[config.mk]
export PLATFORM = sky130hd
export DESIGN_NAME = link_uart_rx
export DESIGN_NICKNAME = d
export VERILOG_FILES = /design/src/rtl/link_uart_rx.sv
export SDC_FILE = /design/constraint.sdc
export NUM_CORES = 1
export LEC_CHECK = 0
export BUFFER_PORTS_ARGS = -buffer_cell sky130_fd_sc_hd__buf_2
export CORE_ASPECT_RATIO = 1.1
export CORE_UTILIZATION = 53
export CTS_CLUSTER_SIZE = 8
export DETAILED_ROUTE_END_ITERATION = 10
export MAX_ROUTING_LAYER = met4
export PLACE_DENSITY = 0.77
export SETUP_SLACK_MARGIN = 0.1
export SLEW_MARGIN = 15
export SYNTH_ARGS = -nofsm -noshare
export SYNTH_HDL_FRONTEND = slang
export SYNTH_SLANG_ARGS = --single-unit
[constraint.sdc]
create_clock -name clk -period 2.3 [get_ports clk]
set_clock_uncertainty 0.2 [all_clocks]
set_input_delay 0.115 -clock clk [delete_from_list [all_inputs] [get_ports clk]]
set_output_delay 0.115 -clock clk [all_outputs]
set_load 0.005 [all_outputs]
[src/rtl/link_uart_rx.sv]
// Serial link receiver: 8E1 frames over one idle-high wire, decoded into
// single-cycle command pulses and latched game id / remote score.
module link_uart_rx #(
  parameter int CLKS_PER_BIT = 4167,
  parameter int CNT_WIDTH    = 13
) (
  input  logic       clk,
  input  logic       rst,
  input  logic       rx,
  output logic [7:0] rx_data,
  output logic       rx_valid,
  output logic       frame_err,
  output logic       invite_pulse,
  output logic       cancel_pulse,
  output logic       start_pulse,
  output logic [2:0] game_sel,
  output logic [4:0] remote_score
);

  localparam logic [CNT_WIDTH-1:0] FULL = CNT_WIDTH'(CLKS_PER_BIT - 1);
  localparam logic [CNT_WIDTH-1:0] HALF = CNT_WIDTH'(CLKS_PER_BIT / 2 - 1);

  localparam logic [2:0] OP_INVITE = 3'b001;
  localparam logic [2:0] OP_CANCEL = 3'b010;
  localparam logic [2:0] OP_START  = 3'b011;
  localparam logic [2:0] OP_POINT  = 3'b100;

  typedef enum logic [2:0] {WAIT_IDLE, IDLE, START, DATA, PARITY, STOP} state_t;

  state_t               state, state_nxt;
  logic                 rx_m, rx_s;
  logic [CNT_WIDTH-1:0] cnt;
  logic [7:0]           shift;
  logic [2:0]           idx;
  logic                 par;
  logic                 cnt_clr, data_tick, good, bad;

  always_ff @(posedge clk or posedge rst) begin
    if (rst) begin
      rx_m <= 1'b0;
      rx_s <= 1'b0;
    end else begin
      rx_m <= rx;
      rx_s <= rx_m;
    end
  end

  always_ff @(posedge clk or posedge rst) begin
    if (rst) state <= WAIT_IDLE;
    else     state <= state_nxt;
  end

  always_comb begin
    state_nxt = state;
    cnt_clr   = 1'b0;
    data_tick = 1'b0;
    good      = 1'b0;
    bad       = 1'b0;
    unique case (state)
      WAIT_IDLE: if (rx_s) state_nxt = IDLE;
      IDLE: if (!rx_s) begin
        state_nxt = START;
        cnt_clr   = 1'b1;
      end
      START: if (cnt == HALF) begin
        cnt_clr   = 1'b1;
        state_nxt = rx_s ? IDLE : DATA;
      end
      DATA: if (cnt == FULL) begin
        cnt_clr   = 1'b1;
        data_tick = 1'b1;
        if (idx == 3'd7) state_nxt = PARITY;
      end
      PARITY: if (cnt == FULL) begin
        cnt_clr   = 1'b1;
        state_nxt = STOP;
      end
      // Leaving at mid-stop leaves half a bit to catch a back-to-back start edge.
      STOP: if (cnt == FULL) begin
        cnt_clr = 1'b1;
        if (!rx_s) begin
          bad       = 1'b1;
          state_nxt = WAIT_IDLE;
        end else if (^{shift, par}) begin
          bad       = 1'b1;
          state_nxt = IDLE;
        end else begin
          good      = 1'b1;
          state_nxt = IDLE;
        end
      end
      default: state_nxt = WAIT_IDLE;
    endcase
  end

  always_ff @(posedge clk or posedge rst) begin
    if (rst) begin
      cnt   <= '0;
      shift <= '0;
      idx   <= '0;
      par   <= 1'b0;
    end else begin
      if (cnt_clr || state == IDLE || state == WAIT_IDLE) cnt <= '0;
      else                                                cnt <= cnt + CNT_WIDTH'(1);
      if (state == START) idx <= '0;
      if (data_tick) begin
        shift[idx] <= rx_s;
        idx        <= idx + 3'd1;
      end
      if (state == PARITY && cnt == FULL) par <= rx_s;
    end
  end

  always_ff @(posedge clk or posedge rst) begin
    if (rst) begin
      rx_data      <= '0;
      rx_valid     <= 1'b0;
      frame_err    <= 1'b0;
      invite_pulse <= 1'b0;
      cancel_pulse <= 1'b0;
      start_pulse  <= 1'b0;
      game_sel     <= '0;
      remote_score <= '0;
    end else begin
      rx_valid     <= good;
      frame_err    <= bad;
      invite_pulse <= good && shift[7:5] == OP_INVITE;
      cancel_pulse <= good && shift[7:5] == OP_CANCEL;
      start_pulse  <= good && shift[7:5] == OP_START;
      if (good) begin
        rx_data <= shift;
        if (shift[7:5] == OP_INVITE) game_sel     <= shift[2:0];
        if (shift[7:5] == OP_POINT)  remote_score <= shift[4:0];
      end
    end
  end

endmodule

### Word level (Yosys, flattened, before mapping)

Cells that the tools add are included.
W data, S select, Z words.

* bits in registers: 51
* memories: 0
* word-level logic and storage cells: 81
* bits in latches: 0
* bits of input ports: 3
* output and inout port bits: 21
* memory bits (writable): 0
* bits in read-only memories: 0

* shift operators: 0
* bitwise logic cells: 0
* $add $sub $neg: 2
* eq/ne operators: 19
* divide/modulo/power cells: 0
* multiply operators: 0
* mux-type cells: 29
* magnitude comparators: 2
* reduce and logical (&&, ||, !) cells: 14

Operators by type and width (count)
* $mux W3: 9
* $pmux W3 S6: 1
* $mux W1: 14
* $ne A2 B2 Y1 const B: 7
* $add A13 B1 Y13 const B: 1
* $eq A13 B12 Y1 const B: 1
* $eq A13 B13 Y1 const B: 1
* $mux W13: 1
* $eq A3 B2 Y1 const B: 4
* $eq A3 B3 Y1 const B: 4
* $reduce_xor A9 Y1: 1
* $bwmux W8: 1
* $reduce_and A7 Y1: 1
* $eq A3 B1 Y1 const B: 2
* $logic_and A1 B1 Y1: 5
* $lt A3 B4 Y1 const B: 1
* $reduce_and A2 Y1: 2
* $add A3 B1 Y3 const B: 1
* $demux W1 S3: 1
* $ge A3 B1 Y1 const B: 1
* $logic_not A3 Y1: 1
* $pmux W1 S3: 1
* $reduce_or A3 Y1: 1
* $logic_or A1 B1 Y1: 2
* other kinds (2): 2

### Longest topological paths before layout

Gate-level depths: netlist (run 1).

* depth in word-level cells: 6
* gate-level depth with buffers: 8
* depth with buffers taken out: 7

### Least setup slack after synthesis (run 1)

Ideal clock, no wire load.

* kind: register to register
* from: register cnt[0]
* to: register shift[1]
* data arrival time: 1946 ps
* setup slack: 27 ps
* setup time: 128 ps
* required time: 1972 ps
* stages on the path, launching flop included: 8
* clock period less this slack: 2273 ps
* path through: dfrtp_1 > inv_1 > ha_1 > nor3b_2 > nand4_4 > or3_4 > nor3b_2 > mux2_1

* cells in the longest elaborated chain, start to end: 3

Ends and longest elaborated chain
* from (decl): line 32 `logic [CNT_WIDTH-1:0] cnt;`
* from (signal assigned): line 104 `else cnt <= cnt + CNT_WIDTH'(1);`
* $eq A13 B13 Y1: line 69 `DATA: if (cnt == FULL) begin`
* $mux W1: line 69
* $mux W1: line 59 `unique case (state)`
* to (signal, indexed assignment): line 107 `shift[idx] <= rx_s;`
* to (decl): line 33 `logic [7:0] shift;`

No other way between the ends.
A chain may end at the register's enable or synchronous reset.

### Worst setup path after layout (run 1)

* from: register cnt[10]
* to: register rx_data[2]

* cells in the longest elaborated chain, start to end: 3

Ends and longest elaborated chain
* $eq A13 B13 Y1: line 79 `STOP: if (cnt == FULL) begin`
* $mux W1: line 79
* $mux W1: line 59
* to (signal assigned): line 131 `rx_data <= shift;`
* to (decl): line 10 `output logic [7:0] rx_data,`

No other way between the ends.

==> out/summary.txt, run 1 <==
ys async rst share: 1.00
Root Driver: clkbuf_8
DR pass1 iterations: 5
Gate power share: 0.213
fraction of layout cells with a size suffix above 1: 0.368
Final period util: 0.959
Area growth syn-to-layout: 18.9%
post-DR vias/cell: 5.48
final core occ: 0.675
Max Slew Vio Count: 0
Chip Width: 67.6 um
row cnt: 25
Internal Dissipation: 1.34 mW
first-pass GRT wire length: 7710 um
io pins: 24
# nets final: 268
outcome: finished, final reports clean
hpwl dp: 3020 um
# DRC: 0
Leakage: 1.46 nW
vias in the first global route: 1,709
Critical Path Sink Type: flip-flop
CP max-delay cell: dfrtp_2
switching part of the total: 0.301
final hold slack: 0.161 ns
dominant synthesized flop cell: dfrtp_1
Setup WS post-layout: 0.0932 ns
RSZ-0062 raised after global routing: true
worst rel slew slack: 0.567
synth warn: 0
final non-filler cell total: 312
die area: 0.00501 mm^2
antenna violations before repair: 0
Setup Viol. Count Final: 0
Worst-Margin Slew: 0.650 ns
Routability Congestion: 0.860
WP data required: 2.30 ns
Reg power frac: 0.515
clock-pin slew on the worst setup and hold paths: 0.10 ns
Worst setup SP type: flip-flop
Post-Place Setup Slack: -0.0668 ns
vias: 1,711
Clock Latency Late Sink: 0.31 ns
Hold Crit Class: flip-flop to flip-flop
Clock Path Buffers: 2
Setup TNS: 0 ns
Crit Path Class: flip-flop to flip-flop
CTS tree: done
H-tree Lvls: 2
register bit total from synthesis: 51
Hold Fails Final Rpt: 0
clock share of power: 0.271
critical path arrival: 2.21 ns
design area: 0.00298 mm^2
post-route ant nets: 0
Starting Density: 0.568
Synth Net Count: 225
number of synthesized flops with an enable pin: 0
Buf/Inv on CP: 0
Buffers on Ports: 23
fin crit period: 2.21 ns
cell family with the largest share of critical-path delay: simple AND/OR/NAND/NOR gates
number of distinct library cells after synthesis: 46
average instance area after synthesis: 11.7 um^2
Die Y: 74.1 um
n_diodes: 0
max frequency: 0.453 GHz
global route total overflow: 0
CP Cell Sequence: nor4_4 > and4_4 > and3_4 > nand3_2 > mux2_4
placed inst area: 0.00275 mm^2
total power draw: 1.92 mW
drt total wl: 4520 um
WL/cell: 14.5 um
CP Max Fanout: 5
net switching power: 0.578 mW
Synth Cell Area: 0.00250 mm^2
core area: 0.00441 mm^2
CTS sink cnt: 51
Total GRT Usage: 0.215
CP peak stage delay: 0.45 ns
Initial DRC Count: 70
cells after synthesis: 214
pwr dens: 644 mW/mm^2
Num CTS Buffers: 5
placed cells: 295
maximum vdd drop: 0.510 mV
# Max-Cap Violations: 0
register area share after synthesis: 0.509
largest net degree at the start of global routing: 52
-- path summary, 6_finish.rpt --
| kind | from | endpoint | slack (ns) | cells after the start |
|---|---|---|---|---|
| worst max-delay path | cnt[10] | rx_data[2] | 0.09 | 5 |
| worst min-delay path | rx_m | rx_s | 0.16 | 0 |
| worst max register to register | cnt[10] | rx_data[2] | 0.09 | 5 |
| worst min register to register | rx_m | rx_s | 0.16 | 0 |
| max in group asynchronous | rst | cnt[10] | 1.15 | 4 |
| min in group asynchronous | rst | cnt[12] | 0.30 | 4 |
-- cell usage after synthesis (all sizes together) (2+ instances only) --
cell    number  area, um^2
a22oi        2        15.0
nand2       11        41.3
a21oi        3        15.0
mux2        23         285
nand3        8        45.0
nor2        19        71.3
nor3         9        45.0
o21a         2        15.0
o21ai        7        35.0
and3         5        36.3
nor3b        5        52.6
xor2         8        70.1
nand4        6        58.8
clkbuf       5        20.0
buf          4        26.3
inv          8        30.0
ha           8         100
dfrtp       51        1280
and4         2        20.0
xnor2       11        96.3
nand3b       2        15.0
-- what timing repair did --
action	in CTS	in global routing
endpoints found under the hold margin	52	0
resized for setup	4	8
hold buffers	2	0
setup endpoints to repair	15	23
cloned	1	0
buffers inserted	2	4
pin swaps	3	5
-- power groups by stage --
stage	logic [mW]	clock network [mW]	registers, mW
2_1_floorplan	0.291	0	0.992
3_3_place_gp	0.398	0	1.00
3_5_place_dp	0.407	0	1.01
4_1_cts	0.412	0.545	0.989
5_1_grt	0.460	0.578	0.998
6_report	0.409	0.521	0.989
-- cell families after synthesis --
| logic type | Yosys count | synth area share |
|---|---|---|
| multiplexers | 24 | 0.118 |
| flip-flops | 51 | 0.509 |
| buffers and inverters | 17 | 0.0305 |
| adder cells (fa/ha/maj) | 8 | 0.0400 |
| AND/OR/NAND/NOR | 77 | 0.192 |
| AO/OA/AOI/OAI | 18 | 0.0435 |
| XOR/XNOR | 19 | 0.0664 |
-- flip-flops by register name (all words and copies together), names as in the netlist --
register / cells
shift: 8
start_pulse: 1
frame_err: 1
rx_m: 1
cancel_pulse: 1
par: 1
remote_score: 5
state: 3
idx: 3
rx_data: 8
rx_valid: 1
rx_s: 1
game_sel: 3
cnt: 13
invite_pulse: 1
-- cell type report --
type | instances | area [um^2]
Sequential cell | 51 | 1280
Tap cell | 54 | 67.6
Timing Repair Buffer | 44 | 282
Clock inverter | 3 | 23.8
Multi-Input combinational cell | 147 | 1230
Inverter | 8 | 30.0
Fill cell | 316 | 1430
Clock buffer | 5 | 68.8
-- worst reg2reg max path, cell delays in order (launching register included) --
cell	delay (ns)
dfrtp_2	0.45
nor4_4	0.36
and4_4	0.32
and3_4	0.25
nand3_2	0.17
mux2_4	0.36
-- layer usage --
metal	routed length (um)	up-vias	GRT usage
li1	-	832	-
met2	2410	28	0.373
met5	0	-	-
met1	1880	841	0.227
met3	127	10	0.0491
met4	102	0	0.102
-- placed cells by master (no fill, tap or decap), types with 2 or more instances in the layout --
master / instances
dfrtp_1: 50
buf_2: 23
nor2_1: 19
buf_4: 18
mux2_2: 14
nand2_1: 11
nor3_1: 9
xnor2_1: 8
mux2_4: 8
xor2_1: 8
o21ai_0: 7
ha_1: 7
nand3_1: 6
inv_1: 5
clkbuf_8: 5
nand4_1: 4
xnor2_2: 3
and3_1: 3
inv_2: 3
a21oi_1: 3
nand4_4: 2
nand3_2: 2
o21a_1: 2
nor3b_1: 2
a22oi_1: 2
nor3b_2: 2
nand3b_1: 2
clkinvlp_4: 2
dlygate4sd3_1: 2
(Power assumes the default switching activity.)
==> run 2, diff against run 1 <==
- clock period: 2.3 -> 1.9 ns (I/O delays scaled with it)
==> out/summary.txt, run 2 (same netlist as run 1, synthesis figures left out) <==
outcome: finished, violations left
failing checks: setup timing
switching part of the total: 0.286
maximum vdd drop: 0.610 mV
Area growth syn-to-layout: 36.1%
Buffers on Ports: 23
clock-pin slew on the worst setup and hold paths: 0.09 ns
Clock Path Buffers: 2
Initial DRC Count: 35
Num CTS Buffers: 5
Die Y: 74.1 um
hpwl dp: 3450 um
vias in the first global route: 1,936
Worst setup SP type: flip-flop
CTS tree: done
drt total wl: 5180 um
Setup WS post-layout: -0.336 ns
Gate power share: 0.296
H-tree Lvls: 2
Final period util: 1.18
first-pass GRT wire length: 8630 um
antenna violations before repair: 0
Reg with most FFs: cnt
row cnt: 25
max FFs per register: 13
critical path arrival: 2.23 ns
worst rel slew slack: 0.616
Max Slew Vio Count: 0
pwr dens: 797 mW/mm^2
clock share of power: 0.270
io pins: 24
Root Driver: clkbuf_8
net switching power: 0.777 mW
# nets final: 301
placed inst area: 0.00304 mm^2
largest net degree at the start of global routing: 27
Critical Path Sink Type: flip-flop
global route total overflow: 0
# Max-Cap Violations: 0
final core occ: 0.773
Setup Viol. Count Final: 43
core area: 0.00441 mm^2
vias: 1,819
design area: 0.00341 mm^2
# DRC: 0
die area: 0.00501 mm^2
Post-Place Setup Slack: -0.342 ns
Starting Density: 0.568
Total GRT Usage: 0.240
Hold Crit Class: flip-flop to flip-flop
Reg power frac: 0.434
WL/cell: 15.1 um
fraction of layout cells with a size suffix above 1: 0.472
WP data required: 1.90 ns
max frequency: 0.447 GHz
Hold Fails Final Rpt: 0
RSZ-0062 raised after global routing: true
Worst-Margin Slew: 0.575 ns
DR pass1 iterations: 4
Internal Dissipation: 1.94 mW
Leakage: 1.68 nW
final non-filler cell total: 344
largest registers: cnt x13, rx_data x8, shift x8
post-route ant nets: 0
placed cells: 325
CTS sink cnt: 51
total power draw: 2.72 mW
post-DR vias/cell: 5.29
leading cell types in the layout, fill and taps excluded: dfrtp_1, buf_4, buf_2
Routability Congestion: 0.932
commonest non-fill, non-tap cell in the layout: dfrtp_1
fin crit period: 2.24 ns
Chip Width: 67.6 um
Clock Latency Late Sink: 0.31 ns
Crit Path Class: flip-flop to flip-flop
n_diodes: 0
CP Max Fanout: 4
[run 2: changes by cell type in the layout (fill, tap and decap cells not counted), moves of 2 or more]
cell	previous run	this run
mux2_4	8	11
nor3b_2	2	4
nor3b_1	2	0
buf_6	1	5
o21ai_0	7	1
nand3_2	2	0
mux2_2	14	12
buf_12	0	4
buf_4	18	43
o21ai_1	0	5
nor2_1	19	17
nor3_1	9	7
[run 2: repair_timing]
action	4_1_cts	5_1_grt
hold endpoints to repair	26	0
endpoints found under the setup margin	46	49
gates resized for setup	19	13
cloned	1	0
setup buffers	5	4
pin swaps	4	5
hold buffers	2	0
[run 2: final cells by class]
cell class	count	area (um^2)
clock buffers	5	68.8
well taps	54	67.6
clock inverters	2	37.5
multi-input cells	146	1310
flip-flops and latches	51	1280
fillers	284	1000
repair buffers	78	622
inverters	8	30.0
[run 2: critical path, stage by stage (launching register included)]
cell and delay (ns):
dfrtp_1 0.42, nor4_4 0.29, buf_4 0.17, nand4_4 0.09, or3_4 0.39, nor3b_2 0.24
mux2_4 0.32
[run 2: per-stage QoR]
stage / TNS [ns] / hold WS (ns)
final: -8.06 / 0.164
after global routing: -13.27 / 0.172
after CTS: -7.92 / 0.166
after detailed placement: -7.28 / -0.0136
after global placement: -5.90 / -0.0180
after floorplan: -4.74 / -0.0736
[run 2: final timing paths]
kind | startpoint | end | slack (ns) | cells past startpoint
max | cnt[7] | shift[1] | -0.34 | 6
min | rx_m | rx_s | 0.16 | 0
max reg2reg | cnt[7] | shift[1] | -0.34 | 6
min reg2reg | rx_m | rx_s | 0.16 | 0
max in group asynchronous | rst | state[2] | 0.78 | 4
min in group asynchronous | rst | rx_data[1] | 0.19 | 3
[run 2: power groups by stage]
stage / clock network, mW / logic, mW / registers, mW
after floorplan: 0 / 0.370 / 1.20
after global placement: 0 / 0.580 / 1.20
after CTS: 0.749 / 0.728 / 1.18
final: 0.733 / 0.804 / 1.18
after global routing: 0.789 / 0.865 / 1.19
after detailed placement: 0 / 0.588 / 1.20
[run 2: layer usage]
metal / GRT usage / vias to the layer above / wire length (um)
met4: 0.0827 / 0 / 125
met5: - / - / 0
li1: - / 893 / -
met3: 0.0399 / 10 / 120
met2: 0.449 / 30 / 2880
met1: 0.246 / 886 / 2050
==> run 3, diff against run 2 <==
- SETUP_SLACK_MARGIN: 0.1 -> 0.2
==> out/summary.txt, run 3 (same netlist as run 1, synthesis figures left out) <==
placed inst area: 0.00303 mm^2
WP data required: 1.90 ns
Die Y: 74.1 um
global route total overflow: 0
Critical R2R Launch: shift[5]
max frequency: 0.439 GHz
largest net degree at the start of global routing: 33
Initial DRC Count: 56
Leakage: 1.73 nW
Clock Path Buffers: 2
fin crit period: 2.28 ns
vias: 1,902
commonest non-fill, non-tap cell in the layout: dfrtp_1
Reg power frac: 0.418
Critical Path Sink Type: flip-flop
CTS sink cnt: 51
Worst-Margin Slew: 0.489 ns
Setup WS post-layout: -0.376 ns
row cnt: 25
reg2reg end: remote_score[2]
net switching power: 0.863 mW
outcome: finished, violations left
hpwl dp: 3490 um
DR pass1 iterations: 4
Routability Congestion: 0.818
Hold Fails Final Rpt: 0
n_diodes: 0
Buffers on Ports: 23
failing checks: setup timing
fraction of layout cells with a size suffix above 1: 0.532
# DRC: 0
Reg2Reg Depth: 8
Gate power share: 0.313
Total GRT Usage: 0.243
Setup TNS: -12.53 ns
CTS tree: done
critical path arrival: 2.27 ns
Post-Place Setup Slack: -0.294 ns
Root Driver: clkbuf_8
maximum vdd drop: 0.649 mV
clock-pin slew on the worst setup and hold paths: 0.10 ns
Reg with most FFs: cnt
first-pass GRT wire length: 8670 um
Crit Path Class: flip-flop to flip-flop
vias in the first global route: 1,868
core area: 0.00441 mm^2
H-tree Lvls: 2
RSZ-0062 raised after global routing: true
placed cells: 324
Starting Density: 0.568
Max Slew Vio Count: 0
Final period util: 1.20
# Max-Cap Violations: 0
design area: 0.00357 mm^2
Clock Latency Late Sink: 0.31 ns
Hold Crit Class: input port to async pin
max FFs per register: 13
clock share of power: 0.269
# nets final: 305
pwr dens: 794 mW/mm^2
Worst setup SP type: flip-flop
die area: 0.00501 mm^2
WL/cell: 16.5 um
post-DR vias/cell: 5.45
Area growth syn-to-layout: 42.7%
Chip Width: 67.6 um
final non-filler cell total: 349
CP Max Fanout: 5
worst rel slew slack: 0.674
Num CTS Buffers: 5
io pins: 24
Internal Dissipation: 1.97 mW
Setup Viol. Count Final: 45
drt total wl: 5770 um
leading cell types in the layout, fill and taps excluded: dfrtp_1, buf_4, buf_2
antenna violations before repair: 0
switching part of the total: 0.304
R2R Setup Slk: -0.38 ns
largest registers: cnt x13, rx_data x8, shift x8
post-route ant nets: 0
[run 3: cell types whose count changed in the layout (fill, tap and decap cells not counted), sizes merged]
cell and delta:
clkbuf +1, clkinv +2, clkinvlp -1, buf +3
[run 3: worst max-delay path by stage]
stage | start | to | slack, ns | cells past startpoint
after global routing | shift[5] | remote_score[2] | -0.45 | 8
after CTS | cnt[0] | rx_data[3] | -0.30 | 8
after floorplan | cnt[0] | shift[0] | -0.29 | 7
after global placement | shift[5] | rx_data[0] | -0.26 | 8
after detailed placement | shift[5] | rx_data[3] | -0.29 | 8
final | shift[5] | remote_score[2] | -0.38 | 8
[run 3: cell type report]
type / instances / area, um^2
multi-input combinational: 146 / 1420
clock buffer: 5 / 68.8
tap: 54 / 67.6
fill: 261 / 837
sequential: 51 / 1280
inverter: 8 / 30.0
timing repair buffer: 82 / 669
clock inverter: 3 / 43.8
[run 3: repair_timing]
item                                    4_1_cts  5_1_grt
endpoints found under the setup margin       49       49
buffers inserted                              6        7
hold buffers                                  2        0
gates resized for setup                      18       41
endpoints found under the hold margin        52        0
gates cloned                                  1        1
pin swaps                                     5       18
[run 3: metrics by stage]
step / power (mW) / hold WS [ns] / util
final: 2.84 / 0.139 / 0.810
after global routing: 2.96 / 0.183 / 0.810
after CTS: 2.68 / 0.148 / 0.746
after detailed placement: 1.79 / -0.0721 / 0.688
after global placement: 1.77 / -0.0763 / 0.688
after floorplan: 1.57 / -0.0736 / -
[run 3: worst max-delay path: stages, from the launching register on]
cell     delay (ns)
dfrtp_1        0.41
inv_2          0.09
ha_4           0.22
xnor2_4        0.13
xnor2_2        0.16
xnor2_2        0.28
buf_4          0.19
nand4_4        0.15
mux2_4         0.34
[run 3: layer usage]
| layer | wire length (um) | track usage | share of wire | vias to the layer above |
|---|---|---|---|---|
| li1 | - | - | - | 903 |
| met1 | 2230 | 0.255 | 0.39 | 951 |
| met2 | 3270 | 0.438 | 0.57 | 37 |
| met3 | 122 | 0.0322 | 0.021 | 11 |
| met4 | 152 | 0.118 | 0.026 | 0 |
| met5 | 0 | - | 0 | - |
[run 3: power by group through the flow]
stage	clock network [mW]	registers (mW)	logic (mW)
after floorplan	0	1.20	0.372
after global placement	0	1.20	0.569
after detailed placement	0	1.20	0.581
after CTS	0.775	1.18	0.721
after global routing	0.818	1.19	0.952
final	0.764	1.18	0.889
